==> src/rtl/map_probe_arbiter_if.sv <==
// Mover-side query bus and ROM read port of the map probe arbiter.
// The slave modport is the arbiter; the master modport is the movers plus the ROM.
interface map_probe_arbiter_if #(
  parameter int N = 4
);
  logic [N-1:0]   req;
  logic [4*N-1:0] dir_flat;
  logic [9*N-1:0] px_flat;
  logic [9*N-1:0] py_flat;
  logic [N-1:0]   ack;
  logic [N-1:0]   collide;
  logic           busy;
  logic [8:0]     rom_x;
  logic [8:0]     rom_y;
  logic [2:0]     rom_pixel;

  modport master (
    output req, dir_flat, px_flat, py_flat, rom_pixel,
    input  ack, collide, busy, rom_x, rom_y
  );

  modport slave (
    input  req, dir_flat, px_flat, py_flat, rom_pixel,
    output ack, collide, busy, rom_x, rom_y
  );
endinterface

==> src/rtl/map_probe_arbiter.sv <==
// Round-robin sharing of the single map ROM read port among N movers; each query
// returns whether the tile STEP pixels ahead of the mover is a wall or off the map.
module map_probe_arbiter #(
  parameter int N         = 4,
  parameter int STEP      = 13,
  parameter int ROM_LAT   = 0,
  parameter int X_MAX     = 447,
  parameter int Y_MAX     = 495,
  parameter int WALL_CODE = 0
) (
  input logic                clk,
  input logic                rst,
  map_probe_arbiter_if.slave bus
);
  localparam int         IW     = (N > 1) ? $clog2(N) : 1;
  localparam int         CW     = (ROM_LAT > 1) ? $clog2(ROM_LAT) : 1;
  localparam logic [9:0] STEP_W = 10'(STEP);
  localparam logic [9:0] XMAX_W = 10'(X_MAX);
  localparam logic [9:0] YMAX_W = 10'(Y_MAX);
  localparam logic [2:0] WALL_W = 3'(WALL_CODE);

  typedef enum logic [1:0] {IDLE, ISSUE, WAIT, DONE} state_t;

  state_t        r_state;
  logic [IW-1:0] r_last;
  logic [IW-1:0] r_gnt;
  logic [CW-1:0] r_cnt;
  logic          r_oob;
  logic          r_busy;
  logic [N-1:0]  r_ack;
  logic [N-1:0]  r_collide;
  logic [8:0]    r_rom_x;
  logic [8:0]    r_rom_y;

  logic [IW-1:0] w_gnt;
  logic [3:0]    w_dir;
  logic [8:0]    w_px;
  logic [8:0]    w_py;
  logic [18:0]   w_probe;
  logic          w_hit;

  // First requester at or after last+1, wrapping; smallest distance wins.
  function automatic logic [IW-1:0] rr_pick(input logic [N-1:0] rq, input logic [IW-1:0] last);
    logic [IW-1:0] pick;
    int            c;
    pick = last;
    for (int k = N; k >= 1; k--) begin
      c = (int'(last) + k) % N;
      if (rq[c]) pick = IW'(c);
    end
    return pick;
  endfunction

  // Returns {oob, probe_y[8:0], probe_x[8:0]}; 10-bit math exposes overflow past 511.
  function automatic logic [18:0] probe_calc(input logic [3:0] d, input logic [8:0] x,
                                             input logic [8:0] y);
    logic [9:0] qx;
    logic [9:0] qy;
    logic       brw;
    qx  = {1'b0, x};
    qy  = {1'b0, y};
    brw = 1'b0;
    case (d)
      4'b1000: begin brw = (qx < STEP_W); qx = qx - STEP_W; end
      4'b0100: begin brw = (qy < STEP_W); qy = qy - STEP_W; end
      4'b0010: qx = qx + STEP_W;
      4'b0001: qy = qy + STEP_W;
      default: ;
    endcase
    return {brw | (qx > XMAX_W) | (qy > YMAX_W), qy[8:0], qx[8:0]};
  endfunction

  assign w_gnt   = rr_pick(bus.req, r_last);
  assign w_dir   = bus.dir_flat[int'(w_gnt)*4 +: 4];
  assign w_px    = bus.px_flat[int'(w_gnt)*9 +: 9];
  assign w_py    = bus.py_flat[int'(w_gnt)*9 +: 9];
  assign w_probe = probe_calc(w_dir, w_px, w_py);
  assign w_hit   = r_oob | (bus.rom_pixel == WALL_W);

  always_ff @(posedge clk) begin
    if (rst) begin
      r_state   <= IDLE;
      r_ack     <= '0;
      r_collide <= '0;
      r_busy    <= 1'b0;
      r_rom_x   <= '0;
      r_rom_y   <= '0;
      r_last    <= IW'(N - 1);
    end else begin
      r_ack <= '0;
      case (r_state)
        IDLE: begin
          if (|bus.req) begin
            r_gnt   <= w_gnt;
            r_rom_x <= w_probe[8:0];
            r_rom_y <= w_probe[17:9];
            r_oob   <= w_probe[18];
            r_busy  <= 1'b1;
            r_state <= ISSUE;
          end
        end
        ISSUE: begin
          if (ROM_LAT == 0) begin
            r_collide[r_gnt] <= w_hit;
            r_ack[r_gnt]     <= 1'b1;
            r_state          <= DONE;
          end else begin
            r_cnt   <= CW'(ROM_LAT - 1);
            r_state <= WAIT;
          end
        end
        WAIT: begin
          if (r_cnt == '0) begin
            r_collide[r_gnt] <= w_hit;
            r_ack[r_gnt]     <= 1'b1;
            r_state          <= DONE;
          end else begin
            r_cnt <= r_cnt - 1'b1;
          end
        end
        DONE: begin
          r_last  <= r_gnt;
          r_busy  <= 1'b0;
          r_state <= IDLE;
        end
        default: r_state <= IDLE;
      endcase
    end
  end

  assign bus.ack     = r_ack;
  assign bus.collide = r_collide;
  assign bus.busy    = r_busy;
  assign bus.rom_x   = r_rom_x;
  assign bus.rom_y   = r_rom_y;
endmodule

==> src/flat_wrapper.sv <==
// flat-port wrapper written by rule: the top's interface ports become plain ports
module map_probe_arbiter_flat 
#(
  parameter int N         = 4,
  parameter int STEP      = 13,
  parameter int ROM_LAT   = 0,
  parameter int X_MAX     = 447,
  parameter int Y_MAX     = 495,
  parameter int WALL_CODE = 0
)
  (clk, rst, bus_req, bus_dir_flat, bus_px_flat, bus_py_flat, bus_rom_pixel, bus_ack, bus_collide, bus_busy, bus_rom_x, bus_rom_y);
  map_probe_arbiter_if #(.N(N)) bus_i ();
  input logic clk;
  input logic rst;
  input wire logic [$bits(bus_i.req)-1:0] bus_req;
  input wire logic [$bits(bus_i.dir_flat)-1:0] bus_dir_flat;
  input wire logic [$bits(bus_i.px_flat)-1:0] bus_px_flat;
  input wire logic [$bits(bus_i.py_flat)-1:0] bus_py_flat;
  input wire logic [$bits(bus_i.rom_pixel)-1:0] bus_rom_pixel;
  output wire logic [$bits(bus_i.ack)-1:0] bus_ack;
  output wire logic [$bits(bus_i.collide)-1:0] bus_collide;
  output wire logic [$bits(bus_i.busy)-1:0] bus_busy;
  output wire logic [$bits(bus_i.rom_x)-1:0] bus_rom_x;
  output wire logic [$bits(bus_i.rom_y)-1:0] bus_rom_y;
  assign bus_i.req = bus_req;
  assign bus_i.dir_flat = bus_dir_flat;
  assign bus_i.px_flat = bus_px_flat;
  assign bus_i.py_flat = bus_py_flat;
  assign bus_i.rom_pixel = bus_rom_pixel;
  assign bus_ack = bus_i.ack;
  assign bus_collide = bus_i.collide;
  assign bus_busy = bus_i.busy;
  assign bus_rom_x = bus_i.rom_x;
  assign bus_rom_y = bus_i.rom_y;
  map_probe_arbiter #(.N(N), .STEP(STEP), .ROM_LAT(ROM_LAT), .X_MAX(X_MAX), .Y_MAX(Y_MAX), .WALL_CODE(WALL_CODE)) u_core (.clk(clk), .rst(rst), .bus(bus_i));
endmodule
==> config.mk <==
export PLATFORM = sky130hd
export DESIGN_NAME = map_probe_arbiter_flat
export DESIGN_NICKNAME = d
export VERILOG_FILES = /design/src/rtl/map_probe_arbiter_if.sv /design/src/rtl/map_probe_arbiter.sv /design/src/flat_wrapper.sv
export SDC_FILE = /design/constraint.sdc
export NUM_CORES = 1
export LEC_CHECK = 0
export BUFFER_PORTS_ARGS = -buffer_cell sky130_fd_sc_hd__buf_4
export CAP_MARGIN = 30
export CORE_ASPECT_RATIO = 0.5
export CORE_MARGIN = 3
export CORE_UTILIZATION = 45
export CTS_CLUSTER_SIZE = 25
export DETAILED_ROUTE_END_ITERATION = 7
export GPL_ROUTABILITY_DRIVEN = 0
export GPL_TIMING_DRIVEN = 0
export PLACE_DENSITY_LB_ADDON = 0.08
export REMOVE_ABC_BUFFERS = 1
export SLEW_MARGIN = 25
export SYNTH_ARGS = -nofsm -noshare
export SYNTH_HDL_FRONTEND = slang
export SYNTH_SLANG_ARGS = --single-unit
==> constraint.sdc <==
create_clock -name clk -period 4.74 [get_ports clk]
set_clock_uncertainty 0.1 [all_clocks]
set_input_delay 0.948 -clock clk [delete_from_list [all_inputs] [get_ports clk]]
set_output_delay 0.948 -clock clk [all_outputs]
set_load 0.01 [all_outputs]
# ---- Word-level counts from Yosys, hierarchy flattened
# Index checks and enable logic that the tools add are counted.
dict set report classes {
  add_sub_neg 9
  n_mul 1
  magnitude_cmp 10
  eq_ne 9
  shift 3
  n_mux 31
  n_bitwise 8
  n_reduce_logical 16
}
# op count
set ops {}
lappend ops {{$shiftx 36x32->9} 2}
lappend ops {{$pmux 10 s2} 2}
lappend ops {{$add 9x4->10 const B} 2}
lappend ops {{$gt 10x9->1 const B} 2}
lappend ops {{$sub 9x4->10 const B} 2}
lappend ops {{$lt 9x4->1 const B} 2}
lappend ops {{$lt 3x4->1 const B} 4}
lappend ops {{$pmux 4 s2} 2}
lappend ops {{$shiftx 16x5->4} 1}
lappend ops {{$mux 2} 6}
lappend ops {{$mux 1} 10}
lappend ops {{$reduce_and 2->1} 5}
lappend ops {{$bmux 1 s2} 4}
lappend ops {{$mux 4} 2}
lappend ops {{$pmux 2 s4} 1}
lappend ops {{$reduce_or 2->1} 4}
lappend ops {{$mul 2x4->6 const B} 1}
lappend ops {{$add 2x1->2 const B} 2}
lappend ops {{$add 2x2->2 const B} 2}
lappend ops {{$and 1x1->1 const A} 4}
lappend ops {{$bwmux 4} 1}
lappend ops {{$eq 2x2->1 const B} 2}
lappend ops {{$eq 4x1->1 const B} 1}
lappend ops {{$eq 4x2->1 const B} 1}
lappend ops {{18 further kinds} 22}
dict set report word_totals {
  regBits 35
  input_bits 97
  wordCells 97
}

# ---- Logic depth before layout (Yosys ltp)
dict set report logic_depth {
  depth_word 17
  ltp_mapped 15
}

# ---- Worst setup path before layout
# No wires, ideal clock.
dict set report synth_path {
  kind {input to register}
  from {input bus_req[2]}
  to {register u_core.r_oob, data pin}
  arrival_ps 3465
  setup_slack_ps 901
  stages 15
  n_path_buf 2
  path_cell_list {nand2b_1 -> a21oi_2 -> nor3_4 -> inv_2 -> buf_6 -> buf_4 -> nand2_1 -> a22oi_1 -> inv_1 -> ha_1 -> nor3_1 -> nor3b_1 -> or3_1 -> nand3_1 -> o311ai_1}
}
dict set report synth_between {
  elab_chain_cells 14
  word_cells_on_any_way 37
  classes_between {4 x add/sub; 1 x mul; 4 x order compare; 4 x eq/ne; 3 x shift; 19 x mux; 2 x bitwise}
}
# item line_no
set synth_rtl {}
lappend synth_rtl {{start, declared} flat_wrapper.sv:15} ;# input wire logic [$bits(bus_i.req)-1:0] bus_req;
lappend synth_rtl {{$bmux 1 s2} map_probe_arbiter.sv:49} ;# if (rq[c]) pick = IW'(c);
lappend synth_rtl {{$mux 1 (implied by the code) (2 in series)} map_probe_arbiter.sv:49}
lappend synth_rtl {{$mux 2 (3 in series)} map_probe_arbiter.sv:49}
lappend synth_rtl {{$mux 2 *} map_probe_arbiter.sv:49}
lappend synth_rtl {{$mul 2x4->6} {map_probe_arbiter.sv:75, map_probe_arbiter.sv:76}}
lappend synth_rtl {{$shiftx 36x32->9} map_probe_arbiter.sv:75} ;# assign w_px = bus.px_flat[int'(w_gnt)*9 +: 9];
lappend synth_rtl {{$add 9x4->10 or $sub 9x4->10 (tied branches)} {map_probe_arbiter.sv:66, map_probe_arbiter.sv:64}}
lappend synth_rtl {{$pmux 10 s2} map_probe_arbiter.sv:63} ;# case (d)
lappend synth_rtl {{$gt 10x9->1} map_probe_arbiter.sv:70} ;# return {brw | (qx > XMAX_W) | (qy > YMAX_W), qy[8:0], qx[8:0]};
lappend synth_rtl {{$or 1x1->1} map_probe_arbiter.sv:70}
lappend synth_rtl {{$or 1x1->1 *} map_probe_arbiter.sv:70}
lappend synth_rtl {{via u_core.w_probe[18]} map_probe_arbiter.sv:39} ;# logic [18:0] w_probe;
lappend synth_rtl {{end signal, assigned} map_probe_arbiter.sv:97} ;# r_oob <= w_probe[18];
lappend synth_rtl {{end, declared} map_probe_arbiter.sv:28} ;# logic r_oob;
# The timed path passes the listed nets; every way through them passes the cells marked *. The select of a mux whose other input is x is not followed.
# A chain may end at the register's enable or synchronous reset.

# ---- Final worst setup path
dict set report layout_path {
  from {input bus_req[1]}
  to {register u_core.r_oob, data pin}
}
# Same word-level chain as after synthesis.

==> results.json <==
{
  "postLayoutCoreUtil": 0.670,
  "fp.dieArea_um2": 8030,
  "cp-startpoint": "bus_req[1]",
  "dpl_cell_area_um2": 4080,
  "detailedRoute.firstIterationViolations": 163,
  "num_vias": 3461,
  "timing.hold.worst_endpoint": "u_core.bus.rom_x[6]",
  "post-synth-top-area-cell": "sky130_fd_sc_hd__dfxtp_1",
  "min-delay-start": "u_core.bus.rom_x[6]",
  "worstPathRequired_ps": 4720,
  "route.final.wire_length_um": 8600,
  "finalWorstPathRequiredPeriod_ps": 4460,
  "post_synth_num_cell_types": 70,
  "yosysWarningCount": 0,
  "yosys_most_used_dff": "sky130_fd_sc_hd__dfxtp_1",
  "synth.ff_latch_count": 35,
  "synth_enable_flop_cells": 4,
  "wl_per_cell_um": 14.1,
  "r2r_end": "u_core.r_oob",
  "hold_path.class": "register to register",
  "arrival_ps": 4430,
  "count_of_mapped_cells_out_of_synthesis": 410,
  "non_filler_cells_in_the_finished_layout": 610,
  "mostFrequentLayoutCell": "sky130_fd_sc_hd__buf_4",
  "setup-violations-final": 0,
  "initial_antenna_violation_count": 0,
  "clk_pin_slew_ps": 50,
  "clock_root_buffer": "sky130_fd_sc_hd__clkbuf_16",
  "total_nets_final": 626,
  "unrepaired_setup_endpoints_after_global_routing": "no",
  "h-tree-depth": 2,
  "place.port_buffers": 123,
  "synthToLayoutAreaGrowth_pct": 37.0,
  "cpPeakStageDelay_ps": 700,
  "vias_per_cell": 5.67,
  "cap_viol_max_count": 0,
  "die_w_um": 124,
  "die_height_um": 64.9,
  "worst_setup_path_start_kind": "input port",
  "fp.coreArea_um2": 6380,
  "placement_rows": 20,
  "post-route-period-util": 0.940,
  "layout-drive-gt1-share": 0.307,
  "report.power.total_mw": 1.43,
  "critical_path_class": "input port to register",
  "clock_latency_reported_for_the_late_side_of_the_worst_skew_pair_ps": 280,
  "dp_cells": 602,
  "grt_start_max_net_pins": 32,
  "crit_fanout": 16,
  "num_antenna_cells": 0,
  "synthesis.area_per_instance_um2": 7.61,
  "crit_buf_inv": 2,
  "hpwlAfterDp_um": 6750,
  "cts_hold_repair.buffers": 0,
  "seq_area_frac_synth": 0.237,
  "first_pass_grt_wire_length_um": 14000,
  "vias_in_the_first_global_route": 3248,
  "global_route_usage_sum": 0.214,
  "worst_path_cell_trace": "buf_4 > o21a_1 > o21ai_1 > nand2_1 > inv_2 > mux2i_1 > mux2i_1 > or4b_4 > nor4b_1 > or3_1 > nand4_1 > o311ai_1",
  "final-hold-violation-count": 0,
  "max_slew_margin": 0.477,
  "synthTopCellsByArea": "sky130_fd_sc_hd__dfxtp_1 20%, sky130_fd_sc_hd__mux2i_1 12%, sky130_fd_sc_hd__nand2_1 5.5%",
  "number_of_search_and_repair_iterations_in_the_first_detailed_routing_pass": 5,
  "synth_top_area_share": 0.199,
  "post_route_drc": 0,
  "boundaryPins": 124,
  "design_area_um2": 4280,
  "synth_async_sr_flop_share": 0,
  "grt_overflow": 0,
  "vdd_drop_max_v": 0.000170,
  "reg2reg_setup_slack_ps": 660,
  "layout_common_cells": "123 x sky130_fd_sc_hd__buf_4, 46 x sky130_fd_sc_hd__nand2_1, 38 x sky130_fd_sc_hd__mux2i_1",
  "cts_num_sinks": 35,
  "clk_path_buf_depth": 2,
  "worst_path_dominant_cell_family": "simple AND/OR/NAND/NOR gates",
  "fin_max_slew_vios": 0,
  "start_util": 0.489,
  "antenna_left": 0,
  "fin_hold_ws_ps": 352,
  "totalNegativeSetupSlack_ps": 0,
  "crit_path_top_delay_cell": "sky130_fd_sc_hd__or4b_4",
  "cellLeakagePower_nw": 1.91,
  "timing.critical_path.mode_cell": "sky130_fd_sc_hd__mux2i_1",
  "place_ws_ps": -102,
  "outcome": "completed",
  "clock_tree_from_tritoncts": "done",
  "p_per_area_nw_per_um2": 333,
  "fin_ws_ps": 285,
  "n_fill_cell": 591,
  "holdPathStages": 2,
  "critPathCaptureType": "register",
  "worstMarginPinSlew_ps": 777,
  "synth.cell_area_um2": 3120,
  "ff2ff_path_depth": 11,
  "worstReg2RegStart": "u_core.r_last[1]",
  "clock_buffer_count_from_cts": 5,
  "fmaxAchievable_ghz": 0.224
}
[cell usage after synthesis, types with 7 or more instances]
cell                       number
sky130_fd_sc_hd__nor3_1        20
sky130_fd_sc_hd__nand3_1       20
sky130_fd_sc_hd__nor2_1        36
sky130_fd_sc_hd__a21oi_1       29
sky130_fd_sc_hd__buf_2          9
sky130_fd_sc_hd__and3_1         7
sky130_fd_sc_hd__mux2i_1       38
sky130_fd_sc_hd__nand2_1       46
sky130_fd_sc_hd__inv_1         11
sky130_fd_sc_hd__nand4_1        8
sky130_fd_sc_hd__clkbuf_1       8
sky130_fd_sc_hd__ha_1           8
sky130_fd_sc_hd__dfxtp_1       31
sky130_fd_sc_hd__o21ai_0       14
[routing by layer]
metal	GRT usage	up-vias	wire (um)	share of wire
met2	0.368	116	3930	0.46
li1	-	1750	-	-
met1	0.269	1578	3890	0.45
met4	0.0566	0	145	0.017
met3	0.0506	17	634	0.074
met5	0	-	0	0
[worst reg2reg max path, delay by kind of cell, from the launching register on]
kind,cells,cell delay (ps)
AND/OR/NAND/NOR,6,1930
AO/OA/AOI/OAI,2,620
flip-flops,1,460
multiplexers,2,400
buffers and inverters,1,370
[worst max path at each step]
stage,end,slack (ps),cells after the start
5_1_grt,u_core.r_oob,50,14
6_report,u_core.r_oob,280,12
2_1_floorplan,u_core.r_oob,150,11
3_5_place_dp,u_core.r_oob,-100,12
3_3_place_gp,u_core.r_oob,-860,12
4_1_cts,u_core.r_oob,170,12
[state kept, by name, indices dropped and copies added (netlist names)]
register	flops
u_core.bus.ack	4
u_core.bus.busy	1
u_core.bus.collide	4
u_core.bus.rom_x	9
u_core.bus.rom_y	9
u_core.r_cnt	1
u_core.r_gnt	2
u_core.r_last	2
u_core.r_oob	1
u_core.r_state	2
[cell families (layout without fill, tap and decap cells)]
kind of cell	count (synthesis)	in the layout	share of synthesized area
xor+xnor	6	6	0.0168
other cells	1	1	0.00120
mux	42	42	0.138
compound gates	102	102	0.224
simple gates	182	182	0.301
fa+ha+maj	8	8	0.0321
buf+inv	34	146	0.0493
flops	35	35	0.237
[area by class of cell]
cell class / instances / area (um^2) / area share
Multi-Input combinational cell: 341 / 2260 / 0.528
Inverter: 13 / 51.3 / 0.0120
Tap cell: 88 / 110 / 0.0257
Sequential cell: 35 / 741 / 0.173
Clock inverter: 3 / 43.8 / 0.0102
Clock buffer: 5 / 125 / 0.0293
Timing Repair Buffer: 125 / 950 / 0.222
[report_power, final]
part           switching, mW  total, mW  internal (mW)  leakage, nW
Clock                  0.126      0.374          0.248       0.0838
Combinational          0.383      0.678          0.296         1.53
Sequential            0.0275      0.373          0.346        0.292
[timing repair]
action / 4_1_cts / 5_1_grt
buffers inserted: 0 / 0
resized for setup: 0 / 6
endpoints found under the setup margin: 0 / 1
(Power assumes the default switching activity.)
